<file path="config.mk">
export PLATFORM = sky130hd
export DESIGN_NAME = spi_arbiter
export DESIGN_NICKNAME = d
export VERILOG_FILES = /design/src/rtl/spi_arbiter.sv
export SDC_FILE = /design/constraint.sdc
export NUM_CORES = 1
export LEC_CHECK = 0
export BUFFER_PORTS_ARGS = -buffer_cell sky130_fd_sc_hd__buf_2
export CORE_ASPECT_RATIO = 0.75
export CORE_MARGIN = 4
export CORE_UTILIZATION = 40
export DETAILED_ROUTE_END_ITERATION = 12
export HOLD_SLACK_MARGIN = 0.08
export PLACE_DENSITY = 0.7
export SYNTH_ARGS = -nofsm -noshare
export SYNTH_HDL_FRONTEND = slang
export SYNTH_SLANG_ARGS = --single-unit
</file>
<file path="constraint.sdc">
create_clock -name clk -period 5.1 [get_ports clk]
set_input_delay 0.51 -clock clk [delete_from_list [all_inputs] [get_ports clk]]
set_output_delay 0.51 -clock clk [all_outputs]
set_load 0.005 [all_outputs]
</file>
<file path="src/rtl/spi_arbiter.sv">
`default_nettype none
// ============================================================================
// Module   : spi_arbiter
// Purpose  : Shares one word-level SPI engine among NREQ requesters. Owns the
//            per-device chip selects, sequences CS setup / word start /
//            completion wait / CS release, supports locked multi-word bursts
//            and arbitrates round-robin between bursts.
// Options  : SPI_ARB_TIMEOUT_EN - HOLD-state idle watchdog with sticky
//            timeout_err flag (disabled when undefined).
// Revision : 1.0 - initial release
// ============================================================================
module spi_arbiter #(
    parameter int NREQ     = 2,
    parameter int CS_SETUP = 2,
    parameter int CS_HOLD  = 2,
    parameter int TIMEOUT  = 1024
) (
    input  logic                 clk,
    input  logic                 rst,
    input  logic [NREQ-1:0]      req,
    input  logic [NREQ-1:0]      lock,
    input  logic [NREQ-1:0]      fast,
    input  logic [32*NREQ-1:0]   tx_data,
    output logic [NREQ-1:0]      gnt,
    output logic [NREQ-1:0]      done,
    output logic [31:0]          rx_data,
    output logic                 busy,
    output logic [NREQ-1:0]      ss_n,
    output logic                 timeout_err,
    output logic                 spi_start,
    output logic                 spi_fast,
    output logic [31:0]          spi_dataTx,
    input  logic [31:0]          spi_dataRx,
    input  logic                 spi_rdy
);

    localparam int c_IDXW  = (NREQ > 1) ? $clog2(NREQ) : 1;
    localparam int c_CMAX  = (CS_SETUP > CS_HOLD) ? CS_SETUP : CS_HOLD;
    localparam int c_CNT_W = (c_CMAX > 1) ? $clog2(c_CMAX) : 1;

    localparam logic [c_CNT_W-1:0] c_SETUP_LAST = c_CNT_W'(CS_SETUP - 1);
    localparam logic [c_CNT_W-1:0] c_HOLD_LAST  = c_CNT_W'(CS_HOLD - 1);
    localparam logic [c_IDXW-1:0]  c_LAST_IDX   = c_IDXW'(NREQ - 1);

    typedef enum logic [2:0] {
        S_IDLE    = 3'd0,
        S_SETUP   = 3'd1,
        S_START   = 3'd2,
        S_WAIT_LO = 3'd3,
        S_WAIT_HI = 3'd4,
        S_DONE    = 3'd5,
        S_HOLD    = 3'd6,
        S_RELEASE = 3'd7
    } state_t;

    state_t              r_state;
    state_t              w_state_next;
    logic [c_CNT_W-1:0]  r_cnt;
    logic [c_IDXW-1:0]   r_owner;
    logic [c_IDXW-1:0]   r_ptr;
    logic [NREQ-1:0]     r_gnt;
    logic [NREQ-1:0]     r_ss_n;
    logic [NREQ-1:0]     r_done;
    logic                r_spi_start;
    logic                r_spi_fast;
    logic [31:0]         r_spi_dataTx;
    logic [31:0]         r_rx_data;
    logic                r_busy;

    logic [2*NREQ-1:0]   w_req_rot;
    logic [c_IDXW-1:0]   w_winner;
    logic [NREQ-1:0]     w_win_oh;
    logic                w_to_expire;

    // Requests rotated so bit 0 is the requester the RR pointer favours
    assign w_req_rot = {req, req} >> r_ptr;

    // Round-robin winner: first requester at or above r_ptr, wrapping
    always_comb begin
        w_winner = r_ptr;
        for (int k = NREQ - 1; k >= 0; k--) begin
            if (w_req_rot[k]) begin
                w_winner = c_IDXW'((int'(r_ptr) + k) % NREQ);
            end
        end
    end

    assign w_win_oh = {{(NREQ-1){1'b0}}, 1'b1} << w_winner;

`ifdef SPI_ARB_TIMEOUT_EN
    localparam int c_TO_W = (TIMEOUT > 1) ? $clog2(TIMEOUT) : 1;
    localparam logic [c_TO_W-1:0] c_TO_LAST = c_TO_W'(TIMEOUT - 1);

    logic [c_TO_W-1:0] r_to_cnt;
    logic              r_timeout_err;

    assign w_to_expire = (r_state == S_HOLD) && (r_to_cnt == c_TO_LAST);

    // HOLD idle watchdog; restarts from zero on every entry to HOLD
    always_ff @(posedge clk or posedge rst) begin
        if (rst) begin
            r_to_cnt      <= '0;
            r_timeout_err <= 1'b0;
        end else begin
            if (r_state != S_HOLD) begin
                r_to_cnt <= '0;
            end else if (r_to_cnt != c_TO_LAST) begin
                r_to_cnt <= r_to_cnt + 1'b1;
            end
            if (w_to_expire && !req[r_owner] && lock[r_owner]) begin
                r_timeout_err <= 1'b1;
            end
        end
    end

    assign timeout_err = r_timeout_err;
`else
    assign w_to_expire = 1'b0;
    // No watchdog in this build: flag is constant low (comparison is false
    // for every legal TIMEOUT setting)
    assign timeout_err = (TIMEOUT < 0);
`endif

    // State register
    always_ff @(posedge clk or posedge rst) begin
        if (rst) begin
            r_state <= S_IDLE;
        end else begin
            r_state <= w_state_next;
        end
    end

    // Next-state logic for the transfer sequence
    always_comb begin
        w_state_next = r_state;
        case (r_state)
            S_IDLE:    if (spi_rdy && (|req)) w_state_next = S_SETUP;
            S_SETUP:   if (r_cnt == c_SETUP_LAST) w_state_next = S_START;
            S_START:   w_state_next = S_WAIT_LO;
            S_WAIT_LO: if (!spi_rdy) w_state_next = S_WAIT_HI;
            S_WAIT_HI: if (spi_rdy) w_state_next = S_DONE;
            S_DONE:    w_state_next = lock[r_owner] ? S_HOLD : S_RELEASE;
            S_HOLD: begin
                if (req[r_owner]) begin
                    w_state_next = S_START;
                end else if (!lock[r_owner] || w_to_expire) begin
                    w_state_next = S_RELEASE;
                end
            end
            S_RELEASE: if (r_cnt == c_HOLD_LAST) w_state_next = S_IDLE;
            default:   w_state_next = S_IDLE;
        endcase
    end

    // Shared CS setup / CS hold cycle counter, cleared on every state change
    always_ff @(posedge clk or posedge rst) begin
        if (rst) begin
            r_cnt <= '0;
        end else if (w_state_next != r_state) begin
            r_cnt <= '0;
        end else if ((r_state == S_SETUP) || (r_state == S_RELEASE)) begin
            r_cnt <= r_cnt + 1'b1;
        end
    end

    // Registered outputs, updated on the transitions that own them
    always_ff @(posedge clk or posedge rst) begin
        if (rst) begin
            r_owner      <= '0;
            r_ptr        <= '0;
            r_gnt        <= '0;
            r_ss_n       <= '1;
            r_done       <= '0;
            r_spi_start  <= 1'b0;
            r_spi_fast   <= 1'b0;
            r_spi_dataTx <= '0;
            r_rx_data    <= '0;
            r_busy       <= 1'b0;
        end else begin
            r_spi_start <= (w_state_next == S_START);
            r_busy      <= (w_state_next != S_IDLE);
            r_done      <= '0;

            if ((r_state == S_IDLE) && (w_state_next == S_SETUP)) begin
                r_owner <= w_winner;
                r_gnt   <= w_win_oh;
                r_ss_n  <= ~w_win_oh;
            end

            // Engine controls are captured once per word and then held
            if (w_state_next == S_START) begin
                r_spi_fast   <= fast[r_owner];
                r_spi_dataTx <= tx_data[{r_owner, 5'd0} +: 32];
            end

            if (w_state_next == S_DONE) begin
                r_rx_data <= spi_dataRx;
                r_done    <= r_gnt;
            end

            if ((w_state_next == S_RELEASE) && (r_state != S_RELEASE)) begin
                r_gnt  <= '0;
                r_ss_n <= '1;
                r_ptr  <= (r_owner == c_LAST_IDX) ? '0 : r_owner + 1'b1;
            end
        end
    end

    assign gnt        = r_gnt;
    assign ss_n       = r_ss_n;
    assign done       = r_done;
    assign rx_data    = r_rx_data;
    assign busy       = r_busy;
    assign spi_start  = r_spi_start;
    assign spi_fast   = r_spi_fast;
    assign spi_dataTx = r_spi_dataTx;

endmodule
`default_nettype wire
</file>
# After elaboration in Yosys (flattened, before gate mapping)

Index checks and enable logic that the tools add are counted.

Register bits: 79
ROM bits: 0
Memories: 0
Latch bits: 0
Bits in writable memories: 0

Multipliers: 0
Bitwise gates (word level): 1
Muxes and demuxes: 25
Equality and inequality tests: 13
Div/mod/pow operators: 0
$add $sub $neg: 3
Reductions and logical operators: 9
Magnitude comparators: 1
Shift-type cells: 3

Operators with widths:

| cell                  | number |
|---|---|
| $shiftx A64 B7 Y32    | 1 |
| $pmux W3 S8           | 1 |
| $mux W3               | 7 |
| $eq A3 B3 Y1 const B  | 6 |
| $mux W1               | 12 |
| $mux W2               | 5 |
| $eq A3 B2 Y1 const B  | 3 |
| $eq A3 B1 Y1 const B  | 2 |
| $reduce_bool A2 Y1    | 2 |
| $shr A4 B1 Y2         | 1 |
| $add A1 B1 Y1 const B | 3 |
| $logic_and A1 B1 Y1   | 3 |
| $logic_not A3 Y1      | 1 |
| $ne A3 B3 Y1          | 1 |
| $ne A3 B3 Y1 const B  | 1 |
| $reduce_bool A3 Y1    | 1 |
| $lt A1 B2 Y1 const B  | 1 |
| $not A2 Y2            | 1 |
| $reduce_or A2 Y1      | 1 |
| $shl A1 B1 Y2 const A | 1 |
| $logic_or A1 B1 Y1    | 1 |

# Logic depth before layout (Yosys ltp)

Word-level depth: 9
Depth in mapped cells: 9

# Worst setup path before layout

OpenSTA, ideal clock, no wires.

Path kind: input to register
From: input port req[0]
To: register r_spi_dataTx[10] (netlist: spi_dataTx[10])
Slack: 3236 ps
Path buffers: 2
Stages: 7
Library setup time: 128 ps
Arrival time: 1736 ps
Cell sequence: o21a_1 or4_4 o31ai_4 and2_1 buf_6 buf_12 a21oi_4

Word-level cells in the longest chain between the ends: 5

Ends and longest elaborated chain:

| element                                                                     | RTL line | source |
|---|---|---|
| start: declaration                                                          | 20       | `input logic [NREQ-1:0] req,` |
| $mux W1 (implied by the code) / $reduce_or A2 Y1 (equally long branches)    | 144, 137 |  |
| $mux W1 (implied by the code) / $logic_and A1 B1 Y1 (equally long branches) | 144, 137 |  |
| $mux W3 (on tied branches)                                                  | 144, 137 |  |
| $pmux W3 S8 *                                                               | 136      | `case (r_state)` |
| $eq A3 B2 Y1 *                                                              | 191      | `if (w_state_next == S_START) begin` |
| end signal: assignment                                                      | 193      | `r_spi_dataTx <= tx_data[{r_owner, 5'd0} +: 32];` |
| end: declaration                                                            | 66       | `logic [31:0] r_spi_dataTx;` |

Mark *: on every way between the ends. The rest lies on a longest branch, timed or not. The select of a mux whose other input is x is not followed.
A chain may end at the register's enable or synchronous reset.

# Final worst setup path

From: register r_owner
To: register r_spi_dataTx[27] (netlist: spi_dataTx[27])

Word-level cells in the longest chain between the ends: 6

Ends and longest elaborated chain:

| element                                    | RTL line | source |
|---|---|---|
| start: declaration                         | 59       | `logic [c_IDXW-1:0] r_owner;` |
| start signal: assignment                   | 185      | `r_owner <= w_winner;` |
| $mux W1 (implied by the code) (2 in a row) | 142, 146 |  |
| $mux W3                                    | 146      | `end else if (!lock[r_owner] \|\| w_to_expire) begin` |
| $mux W3                                    | 144      | `if (req[r_owner]) begin` |
| $pmux W3 S8                                | 136      |  |
| $eq A3 B2 Y1                               | 191      |  |

Several ways; a longest one is shown, not always the timed one. The select of a mux whose other input is x is not followed.

==> impl_metrics.yaml <==
status:
  status: "complete, no violations"
clock_network:
  worstSkewPairLatency_ps: 330
  cts.htree.levels: 3
  cts_tree: "yes"
  cts_hold_buf: 0
  cts_buffers: 9
  clkTransAtPathRegs_ps: 60
  clkSinkCount: 79
  cts_resized: 0
  clockRootBuffer: "clkbuf_16"
  cts_setup_buffers: 0
  cts_buffer_depth: 2
grt:
  first_global_vias: 3118
  grt_use_total_pct: 16.78
  antenna_found_initial: 0
  grt_max_degree: 54
  gr-total-overflow: 0
  grt_pass1_wl_mm: 15.12
floorplanning:
  dieHeight_um: 93.24
  start_util_pct: 41.96
  die_area_mm2: 0.01134
  core_mm2: 0.009234
  rows: 30
  ios: 179
  die_x_um: 121.7
drt:
  via_per_inst: 4.930
  route.detailed.drc: 0
  routedWlPerCell_um: 15.64
  ant_nets: 0
  drt_wl_total_mm: 9.418
  num_vias: 2968
  drt-pass1-iter-count: 4
  drtIter0Drc: 269
synthesis:
  ys_types: 46
  netlist_instances: 299
  synth_area_mm2: 0.003875
  synth_warnings: 0
  async_flop_share_pct: 100.0
  postSynthAreaPerCell_um2: 12.96
  synth_nets: 404
  synth-seq-cells: 79
  synth_seq_area_share_pct: 51.08
  synth_edf_count: 0
  synth_ff_type: "dfrtp_1"
place:
  place_congestion: 0.7391
  dp_hpwl_mm: 7.219
  placed_area_mm2: 0.004797
  place_inst: 586
  place_ws_ps: 1705
  port_buffers: 177
power_and_ir_drop:
  leakage_nw: 2.436
  intPower_mw: 2.078
  p_clk_share_pct: 19.7
  seq_power_share_pct: 33.7
  sw_frac_of_total_pct: 38.81
  p_sw_mw: 1.318
  p_comb_share_pct: 46.6
  ir_drop_mv: 0.2607
  power_density_mw_per_mm2: 664.4
layout:
  diodes: 0
  nets: 574
  final_common_cell: "buf_2"
  mostFrequentLayoutCells: "buf_2 (177), dfrtp_1 (76), a21oi_1 (41), mux2i_1 (34), mux2_1 (32)"
  final_util_pct: 55.35
  drive_gt1_share_pct: 50.84
  design_area_mm2: 0.005111
  syn_to_final_growth_pct: 31.90
  final_cells: 602
sta:
  fin_ws_ps: 1721
  drv_slew: 0
  fin_crit_ps: 3379
  fmax_mhz: 295.9
  finalSetupTns_ps: 0
  worst_pin_slew_ps: 1140
  skew_ps: 5.688
  final-setup-viol-count: 0
  finalCritPeriodShare_pct: 66.26
  slew_headroom_pct: 24.03
  grt_setup_unrepaired: "no"
  hold_viol: 0
worst_hold_path:
  hp-class: "in -> async"
run:
  drv_cap: 0
worst_setup_path:
  crit_start: "r_owner"
  worstPathCellList: "buf_4 > mux2_2 > o21ai_1 > o31ai_4 > buf_4 > and2_2 > buf_4 > a21oi_4"
  crit_type: "reg -> reg"
  crit_fanout: 34
  worst_path_most_repeated_cell: "buf_4"
  cpMaxStageDelayCell: "and2_2"
  required_ps: 5310
  worstPathArrival_ps: 3580
  worstSetupEndpointType: "register"
  cp-start-kind: "register"
  critPathMaxStageDelay_ps: 980
  regToRegStartpoint: "r_owner"
## registers in the layout, indices dropped and copies added, names as in the netlist, 2 cells and up
signal      count
gnt             2
done            2
rx_data        32
spi_dataTx     32
ss_n            2
r_state         3
## power by group through the flow
stage	logic, mW	registers [mW]	clock network (mW)
after global routing	1.73	1.19	0.720
after CTS	1.60	1.15	0.689
final	1.58	1.15	0.669
after global placement	1.54	1.14	0
after detailed placement	1.59	1.16	0
after floorplan	1.19	1.11	0
## path summary, 6_finish.rpt
kind,end,slack [ps],cells after the start
hold reg to reg,rx_data[16],480,1
setup reg to reg,spi_dataTx[27],1720,8
max in group asynchronous,r_owner,3880,3
min in group clk,rx_data[19],400,2
hold / removal,rx_data[2],170,2
setup / recovery,spi_dataTx[27],1720,8
## layout make-up
type | instances | area, µm²
Multi-Input combinational cell | 189 | 1698
Tap cell | 128 | 160.2
Sequential cell | 79 | 1981
Inverter | 7 | 27.53
Fill cell | 807 | 4123
Clock buffer | 10 | 229.0
Clock inverter | 6 | 85.08
Timing Repair Buffer | 183 | 930.9
## synth_stat cells, drive strengths merged, types with 2 or more instances
master,number,area (µm²)
a21o,2,15.01
a21oi,71,618.1
and2,2,12.51
buf,21,167.7
clkbuf,3,11.26
dfrtp,77,1927
dfstp,2,52.55
inv,7,26.27
mux2,33,371.6
mux2i,34,340.3
nand2,7,26.28
nand3b,2,15.01
nor3,3,20.02
nor4,2,12.51
o21a,5,37.54
o21ai,8,40.03
## routing by layer
layer  up-vias  GRT usage [%]  wire length, µm
li1       1419              -                -
met1      1427          20.15             3847
met2       105          28.46             4779
met3        17          4.414              586
met4         0          7.276              206
met5         -              0                0
## kinds of logic after synthesis
logic type | count (synthesis) | share of synthesized area (%)
multiplexers | 67 | 18.37
buffers and inverters | 31 | 5.295
flip-flops | 79 | 51.08
AND/OR/NAND/NOR | 25 | 3.907
other | 1 | 0.09678
AO/OA/AOI/OAI | 95 | 21.02
XOR/XNOR | 1 | 0.2261
## critical path, delay by kind of cell (launching register included)
kind	cells	cell delay, ps
AO/OA/AOI/OAI	3	340
multiplexers	1	310
flip-flops	1	410
buffers and inverters	3	1200
AND/OR/NAND/NOR	1	980
## through the flow
stage,hold slack [ps],power [mW]
6_report,172.3,3.396
5_1_grt,196.0,3.639
4_1_cts,171.8,3.437
3_5_place_dp,469.5,2.750
3_3_place_gp,461.8,2.680
2_1_floorplan,464.5,2.302
(Power assumes the default switching activity.)
